### config.mk
export PLATFORM = sky130hd
export DESIGN_NAME = lpddr2_arbiter
export DESIGN_NICKNAME = d
export VERILOG_FILES = /design/src/rtl/lpddr2_arb_pkg.sv /design/src/rtl/lpddr2_arbiter_rr_arb2.sv /design/src/rtl/lpddr2_arbiter.sv
export SDC_FILE = /design/constraint.sdc
export NUM_CORES = 1
export LEC_CHECK = 0
export ABC_AREA = 1
export CAP_MARGIN = 10
export CORE_ASPECT_RATIO = 0.5
export CORE_MARGIN = 5
export CORE_UTILIZATION = 43
export DETAILED_ROUTE_END_ITERATION = 16
export GPL_TIMING_DRIVEN = 0
export HOLD_SLACK_MARGIN = 0.15
export PLACE_DENSITY = 0.76
export SLEW_MARGIN = 20
export SYNTH_ARGS = -nofsm -noshare
export SYNTH_HDL_FRONTEND = slang
export SYNTH_SLANG_ARGS = --single-unit
### constraint.sdc
create_clock -name clk -period 1.9 [get_ports clk]
set_input_delay 0.38 -clock clk [delete_from_list [all_inputs] [get_ports clk]]
set_output_delay 0.38 -clock clk [all_outputs]
set_load 0.05 [all_outputs]
### src/rtl/lpddr2_arb_pkg.sv
// Shared types for the LPDDR2 port arbiter.
//   state_t      : arbiter FSM state (IDLE -> REQ -> RESP -> IDLE)
//   owner_t      : which requester owns the in-flight transaction
//   op_t         : read or write on the controller port
//   TIMEOUT_DATA : read data returned to a requester whose access timed out
package lpddr2_arb_pkg;

  typedef enum logic [1:0] {
    IDLE = 2'd0,
    REQ  = 2'd1,
    RESP = 2'd2
  } state_t;

  typedef enum logic {
    OWN_IF = 1'b0,
    OWN_D  = 1'b1
  } owner_t;

  typedef enum logic {
    OP_RD = 1'b0,
    OP_WR = 1'b1
  } op_t;

  localparam logic [31:0] TIMEOUT_DATA = 32'h0;

endpackage

### src/rtl/lpddr2_arbiter_rr_arb2.sv
// Two-way round-robin arbiter with a registered last-grant pointer.
// Ports:
//   clk, rst_n : clock, asynchronous active-low reset
//   req_if     : fetch side requesting
//   req_d      : data side requesting
//   grant_en   : grant is being taken this cycle (last_grant updates only then)
//   gnt_if     : combinational grant to fetch side
//   gnt_d      : combinational grant to data side
// last_grant resets to the data side so that the fetch side wins the first tie.
module rr_arb2
  import lpddr2_arb_pkg::*;
(
  input  logic clk,
  input  logic rst_n,
  input  logic req_if,
  input  logic req_d,
  input  logic grant_en,
  output logic gnt_if,
  output logic gnt_d
);

  owner_t last_grant_q;
  owner_t last_grant_d;

  always_comb begin
    gnt_if       = 1'b0;
    gnt_d        = 1'b0;
    last_grant_d = last_grant_q;

    if (req_if && req_d) begin
      // Tie: favour the side that did not win last time.
      if (last_grant_q == OWN_D) begin
        gnt_if = 1'b1;
      end else begin
        gnt_d = 1'b1;
      end
    end else if (req_if) begin
      gnt_if = 1'b1;
    end else if (req_d) begin
      gnt_d = 1'b1;
    end

    if (grant_en && gnt_if) begin
      last_grant_d = OWN_IF;
    end else if (grant_en && gnt_d) begin
      last_grant_d = OWN_D;
    end
  end

  always_ff @(posedge clk or negedge rst_n) begin
    if (!rst_n) begin
      last_grant_q <= OWN_D;
    end else begin
      last_grant_q <= last_grant_d;
    end
  end

endmodule

### src/rtl/lpddr2_arbiter.sv
// Shares one LPDDR2 controller port between the instruction-fetch path and
// the load/store data path. One transaction is in flight at a time.
// Ports:
//   clk, rst                  : clock, asynchronous active-low reset
//   if_req, if_addr           : fetch read request (level) and word address
//   if_valid, if_rdata        : fetch completion pulse and read data
//   d_rreq, d_wreq            : data read / write request (level)
//   d_addr, d_wdata           : data word address and store data
//   d_valid, d_rdata          : data completion pulse and load data
//   lpddr2_address/write_data : controller address / write data (latched)
//   lpddr2_rreq/wreq          : controller read / write request (level)
//   lpddr2_read_data, _ack    : controller read data and completion pulse
//   busy                      : FSM not idle
//   err                       : pulses with valid on timeout or protocol error
//
// Handshake: a requester holds its req level (with stable addr/wdata) until
// its valid pulse; the arbiter latches everything at grant, so the request
// may drop early and still completes. Towards the controller, rreq/wreq is
// held high for every REQ cycle until a one-cycle ack is sampled (or the
// watchdog expires); req drops the cycle after, and the requester's valid
// pulses for exactly one cycle in RESP. Acks outside REQ are ignored.
module lpddr2_arbiter
  import lpddr2_arb_pkg::*;
#(
  parameter int ADDR_W  = 27,
  parameter int DATA_W  = 32,
  parameter int TIMEOUT = 1023,
  parameter int TO_W    = 10
) (
  input  logic              clk,
  input  logic              rst,
  input  logic              if_req,
  input  logic [29:0]       if_addr,
  output logic              if_valid,
  output logic [DATA_W-1:0] if_rdata,
  input  logic              d_rreq,
  input  logic              d_wreq,
  input  logic [29:0]       d_addr,
  input  logic [DATA_W-1:0] d_wdata,
  output logic              d_valid,
  output logic [DATA_W-1:0] d_rdata,
  output logic [ADDR_W-1:0] lpddr2_address,
  output logic [DATA_W-1:0] lpddr2_write_data,
  input  logic [DATA_W-1:0] lpddr2_read_data,
  output logic              lpddr2_rreq,
  output logic              lpddr2_wreq,
  input  logic              lpddr2_ack,
  output logic              busy,
  output logic              err
);

  localparam logic [TO_W-1:0] TO_LIMIT = TO_W'(TIMEOUT);

  state_t            state_q,    state_d;
  owner_t            owner_q,    owner_d;
  op_t               op_q,       op_d;
  logic [ADDR_W-1:0] addr_q,     addr_d;
  logic [DATA_W-1:0] wdata_q,    wdata_d;
  logic [DATA_W-1:0] if_rdata_q, if_rdata_d;
  logic [DATA_W-1:0] d_rdata_q,  d_rdata_d;
  logic [TO_W-1:0]   cnt_q,      cnt_d;
  logic              err_q,      err_d;

  logic grant_en;
  logic gnt_if;
  logic gnt_d;

  // Upper word-address bits beyond the LPDDR2 address space are dropped.
  logic unused_addr_bits;
  assign unused_addr_bits = ^{if_addr[29:ADDR_W], d_addr[29:ADDR_W]};

  assign grant_en = (state_q == IDLE);

  rr_arb2 u_rr_arb2 (
    .clk      (clk),
    .rst_n    (rst),
    .req_if   (if_req),
    .req_d    (d_rreq | d_wreq),
    .grant_en (grant_en),
    .gnt_if   (gnt_if),
    .gnt_d    (gnt_d)
  );

  always_comb begin
    state_d    = state_q;
    owner_d    = owner_q;
    op_d       = op_q;
    addr_d     = addr_q;
    wdata_d    = wdata_q;
    if_rdata_d = if_rdata_q;
    d_rdata_d  = d_rdata_q;
    cnt_d      = cnt_q;
    err_d      = err_q;

    case (state_q)
      IDLE: begin
        if (gnt_if) begin
          owner_d = OWN_IF;
          op_d    = OP_RD;
          addr_d  = if_addr[ADDR_W-1:0];
          err_d   = 1'b0;
          cnt_d   = '0;
          state_d = REQ;
        end else if (gnt_d) begin
          owner_d = OWN_D;
          // Both data reqs high is a protocol error: do the write, flag it.
          op_d    = d_wreq ? OP_WR : OP_RD;
          addr_d  = d_addr[ADDR_W-1:0];
          wdata_d = d_wdata;
          err_d   = d_rreq & d_wreq;
          cnt_d   = '0;
          state_d = REQ;
        end
      end

      REQ: begin
        // Ack takes priority over the watchdog in the same cycle.
        if (lpddr2_ack) begin
          if (op_q == OP_RD) begin
            if (owner_q == OWN_IF) begin
              if_rdata_d = lpddr2_read_data;
            end else begin
              d_rdata_d = lpddr2_read_data;
            end
          end
          state_d = RESP;
        end else if (cnt_q == TO_LIMIT) begin
          if (owner_q == OWN_IF) begin
            if_rdata_d = DATA_W'(TIMEOUT_DATA);
          end else begin
            d_rdata_d = DATA_W'(TIMEOUT_DATA);
          end
          err_d   = 1'b1;
          state_d = RESP;
        end else begin
          cnt_d = cnt_q + 1'b1;
        end
      end

      RESP: begin
        state_d = IDLE;
      end

      default: begin
        state_d = IDLE;
      end
    endcase
  end

  always_ff @(posedge clk or negedge rst) begin
    if (!rst) begin
      state_q    <= IDLE;
      owner_q    <= OWN_IF;
      op_q       <= OP_RD;
      addr_q     <= '0;
      wdata_q    <= '0;
      if_rdata_q <= '0;
      d_rdata_q  <= '0;
      cnt_q      <= '0;
      err_q      <= 1'b0;
    end else begin
      state_q    <= state_d;
      owner_q    <= owner_d;
      op_q       <= op_d;
      addr_q     <= addr_d;
      wdata_q    <= wdata_d;
      if_rdata_q <= if_rdata_d;
      d_rdata_q  <= d_rdata_d;
      cnt_q      <= cnt_d;
      err_q      <= err_d;
    end
  end

  // All outputs decode straight from flops, so reset clears them at once.
  assign busy              = (state_q != IDLE);
  assign lpddr2_rreq       = (state_q == REQ) && (op_q == OP_RD);
  assign lpddr2_wreq       = (state_q == REQ) && (op_q == OP_WR);
  assign lpddr2_address    = addr_q;
  assign lpddr2_write_data = wdata_q;
  assign if_valid          = (state_q == RESP) && (owner_q == OWN_IF);
  assign d_valid           = (state_q == RESP) && (owner_q == OWN_D);
  assign err               = (state_q == RESP) && err_q;
  assign if_rdata          = if_rdata_q;
  assign d_rdata           = d_rdata_q;

endmodule

# Word level (Yosys, flattened, before mapping)
# Cells that the tools add are included.
[totals]
input_bits = 130
reg_bits = 139
wordCells = 87
[op_classes]
eq_ne = 9
addsub = 1
bitwise_logic = 5
mux = 41
reduce_logical = 21
[op_table]
columns = ["operator", "n"]
rows = [
  ["32-bit 2-to-1 mux", 10],
  ["27-bit 2-to-1 mux", 2],
  ["10-bit 2-to-1 mux", 4],
  ["10-bit case mux with 2 select lines", 1],
  ["1-bit 2-to-1 mux", 18],
  ["4-bit AND reduction", 4],
  ["10-bit by 1-bit adder with 10-bit output, second input constant", 1],
  ["10-bit equality test, second input constant", 1],
  ["2-bit nonzero test", 5],
  ["1-bit logical AND", 8],
  ["2-bit 2-to-1 mux", 4],
  ["2-bit != test, second input constant", 4],
  ["3-bit != test, second input constant", 2],
  ["2-bit case mux with 2 select lines", 1],
  ["2-bit AND reduction", 2],
  ["1-bit inverter", 3],
  ["3-bit AND reduction", 1],
  ["2-bit by 1-bit equality test with 1-bit output, second input constant", 1],
  ["2-bit equality test, second input constant", 1],
  ["2-bit logical NOT", 1],
  ["1-bit case mux with 2 select lines", 1],
  ["1-bit AND", 1],
  ["1-bit bitwise OR", 1],
]

# Longest topological paths before layout
# Gate-level depths: netlist of run 1.
[depth]
depth_word = 7
ltp_mapped = 9
mapped_depth_nobuf = 8

# Cells and area by module
# From an unflattened synthesis of run 1, not the netlist that was laid out.
[hier_totals]
cells_unflattened = 772
hier_area_um2 = 6327.3
[modules_own_cells]
columns = ["mod", "cells_per_inst", "area_per_inst_um2", "seq_area_each_um2", "n_inst"]
rows = [
  ["lpddr2_arbiter", 764, 6266.0, 3453.3, 1],
  ["rr_arb2", 8, 61.3, 26.3, 1],
]

# Worst setup path before layout of run 1
# Ideal clock, no wire load.
[synth_path]
path_type = "register to output"
startpoint = "reg state_q[1]"
endpoint = "out lpddr2_rreq"
t_arrival_ps = 1267
path_slack_ps = 253
t_required_ps = 1520
n_path_buf = 0
path_stages_with_launch = 4
path_cell_list = "dfrtp_1 > nor2_2 > inv_2 > nor2_1"
[synth_between]
elab_chain_len = 2
[synth_lines]
columns = ["item", "line_no", "text"]
rows = [
  ["start: declaration", "lpddr2_arbiter.sv:54", "state_t state_q, state_d;"],
  ["start signal: assignment", "lpddr2_arbiter.sv:162", "state_q <= state_d;"],
  ["2-bit by 1-bit equality test with 1-bit output", "lpddr2_arbiter.sv:176", "assign lpddr2_rreq = (state_q == REQ) && (op_q == OP_RD);"],
  ["1-bit logical AND", "lpddr2_arbiter.sv:176", ""],
  ["end: declaration", "lpddr2_arbiter.sv:45", "output logic lpddr2_rreq,"],
]
# No other way between the ends.

# Worst setup path in the final report of run 1
[layout_path]
startpoint = "reg state_q[0]"
endpoint = "out busy"
[layout_between]
elab_chain_len = 1
[layout_lines]
columns = ["item", "line_no", "text"]
rows = [
  ["2-bit nonzero test", "lpddr2_arbiter.sv:175", "assign busy = (state_q != IDLE);"],
  ["end: declaration", "lpddr2_arbiter.sv:48", "output logic busy,"],
]
# No other way between the ends.

==> results of run 1 <==
cells in the mapped netlist (2+ instances only):
| master | instances | area share (%) |
|---|---|---|
| a21oi_1 | 55 | 4.3 |
| buf_2 | 30 | 2.4 |
| buf_4 | 2 | 0.24 |
| buf_8 | 4 | 0.95 |
| clkbuf_1 | 10 | 0.59 |
| dfrtp_1 | 138 | 55 |
| inv_1 | 47 | 2.8 |
| inv_2 | 4 | 0.24 |
| mux2_1 | 18 | 3.2 |
| mux2_2 | 14 | 2.5 |
| nand2_1 | 201 | 12 |
| nand2_2 | 3 | 0.30 |
| nand3_1 | 41 | 3.2 |
| nand3_2 | 5 | 0.79 |
| nand4_1 | 65 | 6.4 |
| nor2_1 | 40 | 2.4 |
| nor2_2 | 5 | 0.49 |
| o21ai_0 | 4 | 0.32 |
| o21ai_1 | 10 | 0.79 |
metrics by stage:
step	instance area [sq um]	hold slack [ns]
6_report	9590	0.449
5_1_grt	9590	0.477
4_1_cts	9600	0.437
3_5_place_dp	9130	0.295
3_3_place_gp	9100	0.454
2_1_floorplan	6340	0.0844
placed cells by master, fill, tap and decap left out, drive strengths merged:
cell type / instances
or2: 1
nor2: 46
buf: 44
clkdlybuf4s15: 1
inv: 56
ha: 1
bufinv: 3
dfrtp: 138
o21bai: 1
clkinvlp: 4
nand2: 205
mux2: 32
a21oi: 55
o21ai: 14
dlygate4sd2: 123
dfstp: 1
clkdlybuf4s50: 121
nand4: 65
nand3: 46
clkinv: 2
clkbuf: 29
dlygate4sd3: 1
per-layer routing:
metal	share of wire (%)	vias up	global-route usage, %
li1	-	2877	-
met1	42	2813	28.3
met2	50	177	39.2
met3	6.0	25	5.40
met4	1.9	0	6.93
met5	0	-	0
worst max path at each step:
stage                               to  slack (ns)  cells after the start
finish                            busy        0.06                      3
CTS                            d_valid        0.02                      4
floorplan                  lpddr2_rreq        0.25                      3
global route                      busy       0.002                      3
global placement          if_rdata[27]       -5.14                      1
detailed placement  lpddr2_address[25]       -0.28                      9
logic make-up after synthesis:
family	Yosys count	synth area share (%)
mux	32	5.69
flops	139	54.9
buf+inv	99	7.66
simple gates	363	26.0
compound gates	70	5.57
fa+ha+maj	1	0.197
state kept, by name, summed over array words and instances (netlist names), 2 cells and up:
| signal | flops |
|---|---|
| lpddr2_write_data | 32 |
| d_rdata | 32 |
| lpddr2_address | 27 |
| state_q | 2 |
| cnt_q | 10 |
| if_rdata | 32 |
cell type report:
class | instances | share of cell area [%]
Clock inverter | 14 | 1.92
Multi-Input combinational cell | 466 | 24.7
Clock buffer | 18 | 4.58
Timing Repair Buffer | 253 | 24.8
Inverter | 51 | 2.00
Tap cell | 198 | 2.58
Buffer | 48 | 3.09
Sequential cell | 139 | 36.3
power by group through the flow:
stage	Sequential, uW	Clock (uW)	Combinational (uW)
3_5_place_dp	4960	0	10500
4_1_cts	4880	3550	9680
3_3_place_gp	4900	0	10300
2_1_floorplan	8890	0	2800
6_report	4880	3510	9600
5_1_grt	5040	3680	10200
critical path: stages (launching register included):
cell and delay, ns:
dfrtp_1 0.41, nor2_2 0.24, inv_1 0.06, clkdlybuf4s15_2 0.34
timing repair:
item / 4_1_cts / 5_1_grt
gates resized for setup: 147 / 8
endpoints found under the setup margin: 129 / 27
hold buffers: 1 / 0
endpoints found under the hold margin: 41 / 0
==> impl_summary.txt, run 1 <==
----------------------------------------------------
[Pwr]
  Static Leak ... between 0.004 and 0.005 uW
  Overall power ... between 15000 and 20000 uW
  Switching power of the nets ... 9060 uW
  VDD IR max ... 0.000970 V
  Sequential fraction of design power ... 27.1%
  Share of power burned in the clock network ... 19.5%
  Combinational share of power ... 53.4%
  Switch share ... 50.4%
  Total power density per cell area ... 1880 nW/um^2
  Pint ... 8920 uW

[Routing]
  Final wirelength ... 19.5 mm
  DR WL/cell ... 16.4 um
  Post-route DRC violation count ... 0
  Number of vias after detailed routing ... 5892
  Starting DRT DRC Count ... 317
  Average via count per standard cell ... roughly 5
  Routed Antenna Nets ... 0
  Initial DRT Pass Iterations ... 5

[Logic synthesis]
  Count of warnings emitted by yosys ... 0
  Number of flip-flops and latches in the synthesized netlist ... 139
  Commonest register cell after synthesis ... dfrtp_1
  Post-synth ARST share ... 100%
  EDFF count, synth ... 0
  Library cells used by synthesis ... 27
  Post-synthesis cell area ... 6340 sq um
  Synthesized instance count ... around 700
  Syn Nets ... 835
  Seq/Total Area, Yosys ... 54.9%
  Average cell area after synthesis ... roughly 9.0 sq um

[Global route]
  Grt total ovfl ... 0
  Wire length of the first global-routing pass ... 31.6 mm
  Overall global routing resource usage ... between 20% and 30%
  Number of global-route vias before repair ... 6184
  Antenna violations before repair ... 0
  Largest net degree at the start of global routing ... 99

[Timing]
  Actual transition at the worst max-transition pin ... 0.553 ns
  Final Critical Period ... 1.84 ns
  Fraction of the cycle the final worst path needs ... a little over nine tenths
  Minimum setup slack in the final design ... 0.0568 ns
  Count of endpoints failing hold in the final timing report ... 0
  Slew Limit Headroom ... 63.3%
  Max Clk Rate ... between 0.5 and 0.6 GHz
  Unrepaired setup endpoints after global routing ... no
  Pins over their slew limit ... 0
  Setup TNS after final layout ... 0 ns
  Clock tree skew after final layout ... 0.0136 ns
  Setup violation total in the final timing report ... 0

[Placed design]
  Placer's final routability congestion estimate ... approximately 0.83
  Count of placed standard cells including taps ... between 1000 and 1500
  Post-Place Worst Slack ... -0.282 ns
  Post-DP HPWL ... 14.6 mm
  Port-buffer cells ... 251

[Clocking]
  Number of buffers inserted by post-CTS setup repair ... 0
  Clock-pin transition on the worst setup and hold timing paths ... ~0.070 ns
  Clock Sink Count ... 139
  TritonCTS clock tree ... built
  Clock latency on the worst-skew pair ... between 0.4 and 0.5 ns
  CTS H-tree lvls ... 4
  Maximum buffer depth of the clock tree ... 2
  CTS root buffer ... clkbuf_16
  Number of CTS-inserted buffers ... 17

[Floorplanning]
  Die height ... ~96 um
  Num rows ... 31
  Die X-Extent ... approximately 180 um
  Placeable core region ... 14500 sq um
  Initial Utilization ... 43.8%
  IO Pins ... 259
  Die Footprint ... about 17000 sq um

[Worst setup path]
  Worst Reg-to-Reg Cells ... 9
  Crit path required time ... around 1.5 ns
  Element type at the critical path start ... register
  Largest fanout on the critical path ... 4
  Critical setup path kind ... register to output port
  Reg2reg setup slack ... 0.14 ns
  Critical Path Sink Type ... output port
  Worst flop-to-flop path endpoint ... if_rdata[18]
  Reg-to-reg critical path startpoint ... cnt_q[0]
  Critical path launch point ... state_q[0]
  Arrival time at the worst endpoint ... 1.46 ns

[Cells and area]
  Ratio of cells with drive above 1 in the final layout ... 11.5%
  Relative area change from synthesis to final layout ... 51.4%
  Layout Nets ... 1107
  Antenna diode count ... 0
  Fillers ... 1257
  Util after Layout ... 66.3%
  Area used by multi-input combinational logic ... ~2400 sq um
  Post-Layout Cell Count ... approximately 1200
  Sequential cell area in the final layout ... 3480 sq um

[Run status]
  Run status ... complete, no violations

[Job]
  Max-cap violations ... 0

[Worst hold path]
  Worst min path class ... input pin to asynchronous set/reset pin

----------------------------------------------------
Power figures use the tool's default switching activity.
==> run 2: changes to the inputs <==
--- a/config.mk
+++ b/config.mk
@@ -8,7 +8,7 @@
 export ABC_AREA = 1
 export CAP_MARGIN = 10
 export CORE_ASPECT_RATIO = 0.5
-export CORE_MARGIN = 5
+export CORE_MARGIN = 2
 export CORE_UTILIZATION = 43
 export DETAILED_ROUTE_END_ITERATION = 16
 export GPL_TIMING_DRIVEN = 0
==> run 2 against run 1 <==
Sequential share of layout area up 0.15 points. Core utilization decreased by 0.099 points. Worst hold slack got worse by 0.010 ns. Routed wire length fell by 2.8%. Via count grew 1.6%. Largest power group unchanged. Highest routed layer unchanged.
==> impl_summary.txt, run 2 (synthesis results as in run 1) <==
----------------------------------------------------
[Worst setup path]
  Largest stage delay, worst path ... 0.43 ns (was 0.41 ns)
  Critical setup path kind ... register to output port (unchanged)
  Element type at the critical path start ... register (unchanged)
  Crit-path slowest cell ... dfrtp_1 (unchanged)
  Crit-path leading delay family ... flip-flops (unchanged)
  Arrival time at the worst endpoint ... 1.45 ns (was 1.46 ns)
  Cells along the critical path ... nor2_2 -> inv_2 -> nor2_1 -> buf_4 (was nor2_2 -> inv_1 -> clkdlybuf4s15_2)
  Largest fanout on the critical path ... 8 (was 4)
  Critical Path Sink Type ... output port (unchanged)
  Crit path required time ... 1.52 ns (about the same)
  Critical path buffers and inverters ... 2 (unchanged)

[Placed design]
  Count of placed standard cells including taps ... 1154 (unchanged)
  Placer's final routability congestion estimate ... 0.847 (was 0.833)
  Post-DP HPWL ... 13.7 mm (was 14.6 mm)
  Port-buffer cells ... 251 (unchanged)

[Global route]
  Global-route met1 utilization ... 31.6% (was 28.3%)
  Met2 Use GR ... 41.2% (was 39.2%)
  Grt total ovfl ... 0 (unchanged)
  Antenna violations before repair ... 0 (unchanged)
  Busiest layer in global routing ... met2 (unchanged)
  Number of global-route vias before repair ... 5945 (was 6184)
  Overall global routing resource usage ... 24.7% (was 22.5%)
  Global-route track usage on met3 ... 6.13% (was 5.40%)
  Wire length of the first global-routing pass ... 30.9 mm (was 31.6 mm)
  Largest net degree at the start of global routing ... 101 (was 99)

[Routing]
  Post-route DRC violation count ... 0 (unchanged)
  Initial DRT Pass Iterations ... 5 (unchanged)
  DR WL/cell ... 15.9 um (was 16.4 um)
  Number of vias after detailed routing ... 5987 (was 5892)
  Final wirelength ... 18.9 mm (was 19.5 mm)
  Average via count per standard cell ... 5.05 (was 4.96)
  Routed Antenna Nets ... 0 (unchanged)
  Starting DRT DRC Count ... 350 (was 317)

[Pwr]
  Overall power ... 17800 uW (was 18000 uW)
  Total power density per cell area ... 1860 nW/um^2 (was 1880 nW/um^2)
  Switch share ... 50.6% (was 50.4%)
  Pint ... 8790 uW (was 8920 uW)
  Sequential fraction of design power ... 27.6% (was 27.1%)
  Share of power burned in the clock network ... 18.7% (was 19.5%)
  Switching power of the nets ... 9000 uW (was 9060 uW)
  VDD IR max ... 0.00113 V (was 0.000970 V)
  Static Leak ... 0.00492 uW (was 0.00493 uW)
  Combinational share of power ... 53.6% (was 53.4%)

[Clocking]
  Clock latency on the worst-skew pair ... 0.42 ns (was 0.41 ns)
  CTS root buffer ... clkbuf_16 (unchanged)
  TritonCTS clock tree ... built (unchanged)
  Maximum buffer depth of the clock tree ... 2 (unchanged)
  Clock-pin transition on the worst setup and hold timing paths ... 0.06 ns (was 0.07 ns)
  Clock Sink Count ... 139 (unchanged)
  Number of CTS-inserted buffers ... 17 (unchanged)
  CTS H-tree lvls ... 4 (unchanged)

[Timing]
  Pins over their slew limit ... 0 (unchanged)
  Final Critical Period ... 1.83 ns (was 1.84 ns)
  Actual transition at the worst max-transition pin ... 0.553 ns (about the same)
  Max Clk Rate ... 0.547 GHz (was 0.543 GHz)
  Hold Worst Slack ... 0.439 ns (was 0.449 ns)
  Count of endpoints failing hold in the final timing report ... 0 (unchanged)
  Slew Limit Headroom ... 63.3% (about the same)
  Setup violation total in the final timing report ... 0 (unchanged)
  Setup TNS after final layout ... 0 ns (unchanged)
  Fraction of the cycle the final worst path needs ... 96.2% (was 97.0%)
  Clock tree skew after final layout ... 0.0111 ns (was 0.0136 ns)
  Unrepaired setup endpoints after global routing ... no (unchanged)

[Floorplanning]
  Die Footprint ... 15800 sq um (was 17400 sq um)
  Initial Utilization ... 43.9% (was 43.8%)
  Num rows ... 31 (unchanged)
  Die height ... 89.8 um (was 95.8 um)
  Placeable core region ... 14400 sq um (was 14500 sq um)
  IO Pins ... 259 (unchanged)
  Die X-Extent ... 176 um (was 182 um)

[Worst hold path]
  Worst min path class ... input pin to asynchronous set/reset pin (unchanged)

[Cells and area]
  Relative area change from synthesis to final layout ... 50.7% (was 51.4%)
  Ratio of cells with drive above 1 in the final layout ... 11.4% (was 11.5%)
  Antenna diode count ... 0 (unchanged)
  Layout Nets ... 1106 (was 1107)
  Commonest cells after routing, fill and taps aside ... nand2_1, dfrtp_1, dlygate4sd2_1, clkdlybuf4s50_1, nand4_1 (unchanged)
  Most common library cell in the layout ignoring fill and taps ... nand2_1 (unchanged)
  Util after Layout ... 66.2% (was 66.3%)
  Post-Layout Cell Count ... 1186 (was 1187)

[Run status]
  Run status ... complete, no violations (unchanged)

[Job]
  Max-cap violations ... 0 (unchanged)

----------------------------------------------------
[run 2: changes by cell type in the layout (fill, tap and decap cells not counted), sizes merged]
cell | before | now
buf | 44 | 45
bufinv | 3 | 2
clkinvlp | 4 | 3
clkinv | 2 | 6
clkdlybuf4s15 | 1 | 0
inv | 56 | 53
[run 2: final timing paths]
kind / startpoint / to / slack (ns) / cells past startpoint
setup / recovery: state_q[1] / lpddr2_rreq / 0.07 / 4
hold / removal: rst / lpddr2_address[11] / 0.44 / 2
setup reg to reg: cnt_q[0] / d_rdata[20] / 0.18 / 9
hold reg to reg: d_rdata[3] / d_rdata[3] / 0.47 / 2
max in group asynchronous: rst / owner_q / 0.67 / 3
min in group clk: d_rdata[3] / d_rdata[3] / 0.47 / 2
[run 2: stage by stage]
stage                     instance area (sq um)  setup slack, ns
final                                      9550           0.0723
after global routing                       9550          0.00246
after CTS                                  9560          0.00698
after detailed placement                   9130           -0.240
after global placement                     9100            -5.15
after floorplan                            6340            0.253
[run 2: power by group through the flow]
stage	Sequential (uW)	Clock [uW]	Combinational, uW
after global placement	4940	0	10300
after detailed placement	4970	0	10400
after CTS	4910	3380	9600
after floorplan	8890	0	2800
final	4910	3330	9540
after global routing	5080	3530	10100
[run 2: repair_timing]
item                                   CTS  global route
cloned                                   0             0
hold buffers                             1             0
endpoints found under the hold margin   39             0
setup endpoints to repair              129            12
buffers inserted                         0             0
gates resized for setup                149             9
[run 2: per-layer routing]
metal	vias to the layer above	share of wire, %
li1	2881	-
met1	2887	42
met2	189	49
met3	30	6.3
met4	0	2.0
met5	-	0
[run 2: final cells by class]
class,count,area (sq um)
Fill cell,1221,4880
Sequential cell,139,3480
Timing Repair Buffer,253,2380
Multi-Input combinational cell,466,2370
Clock buffer,19,453
Buffer,47,289
Tap cell,198,248
Inverter,51,191
Clock inverter,13,141
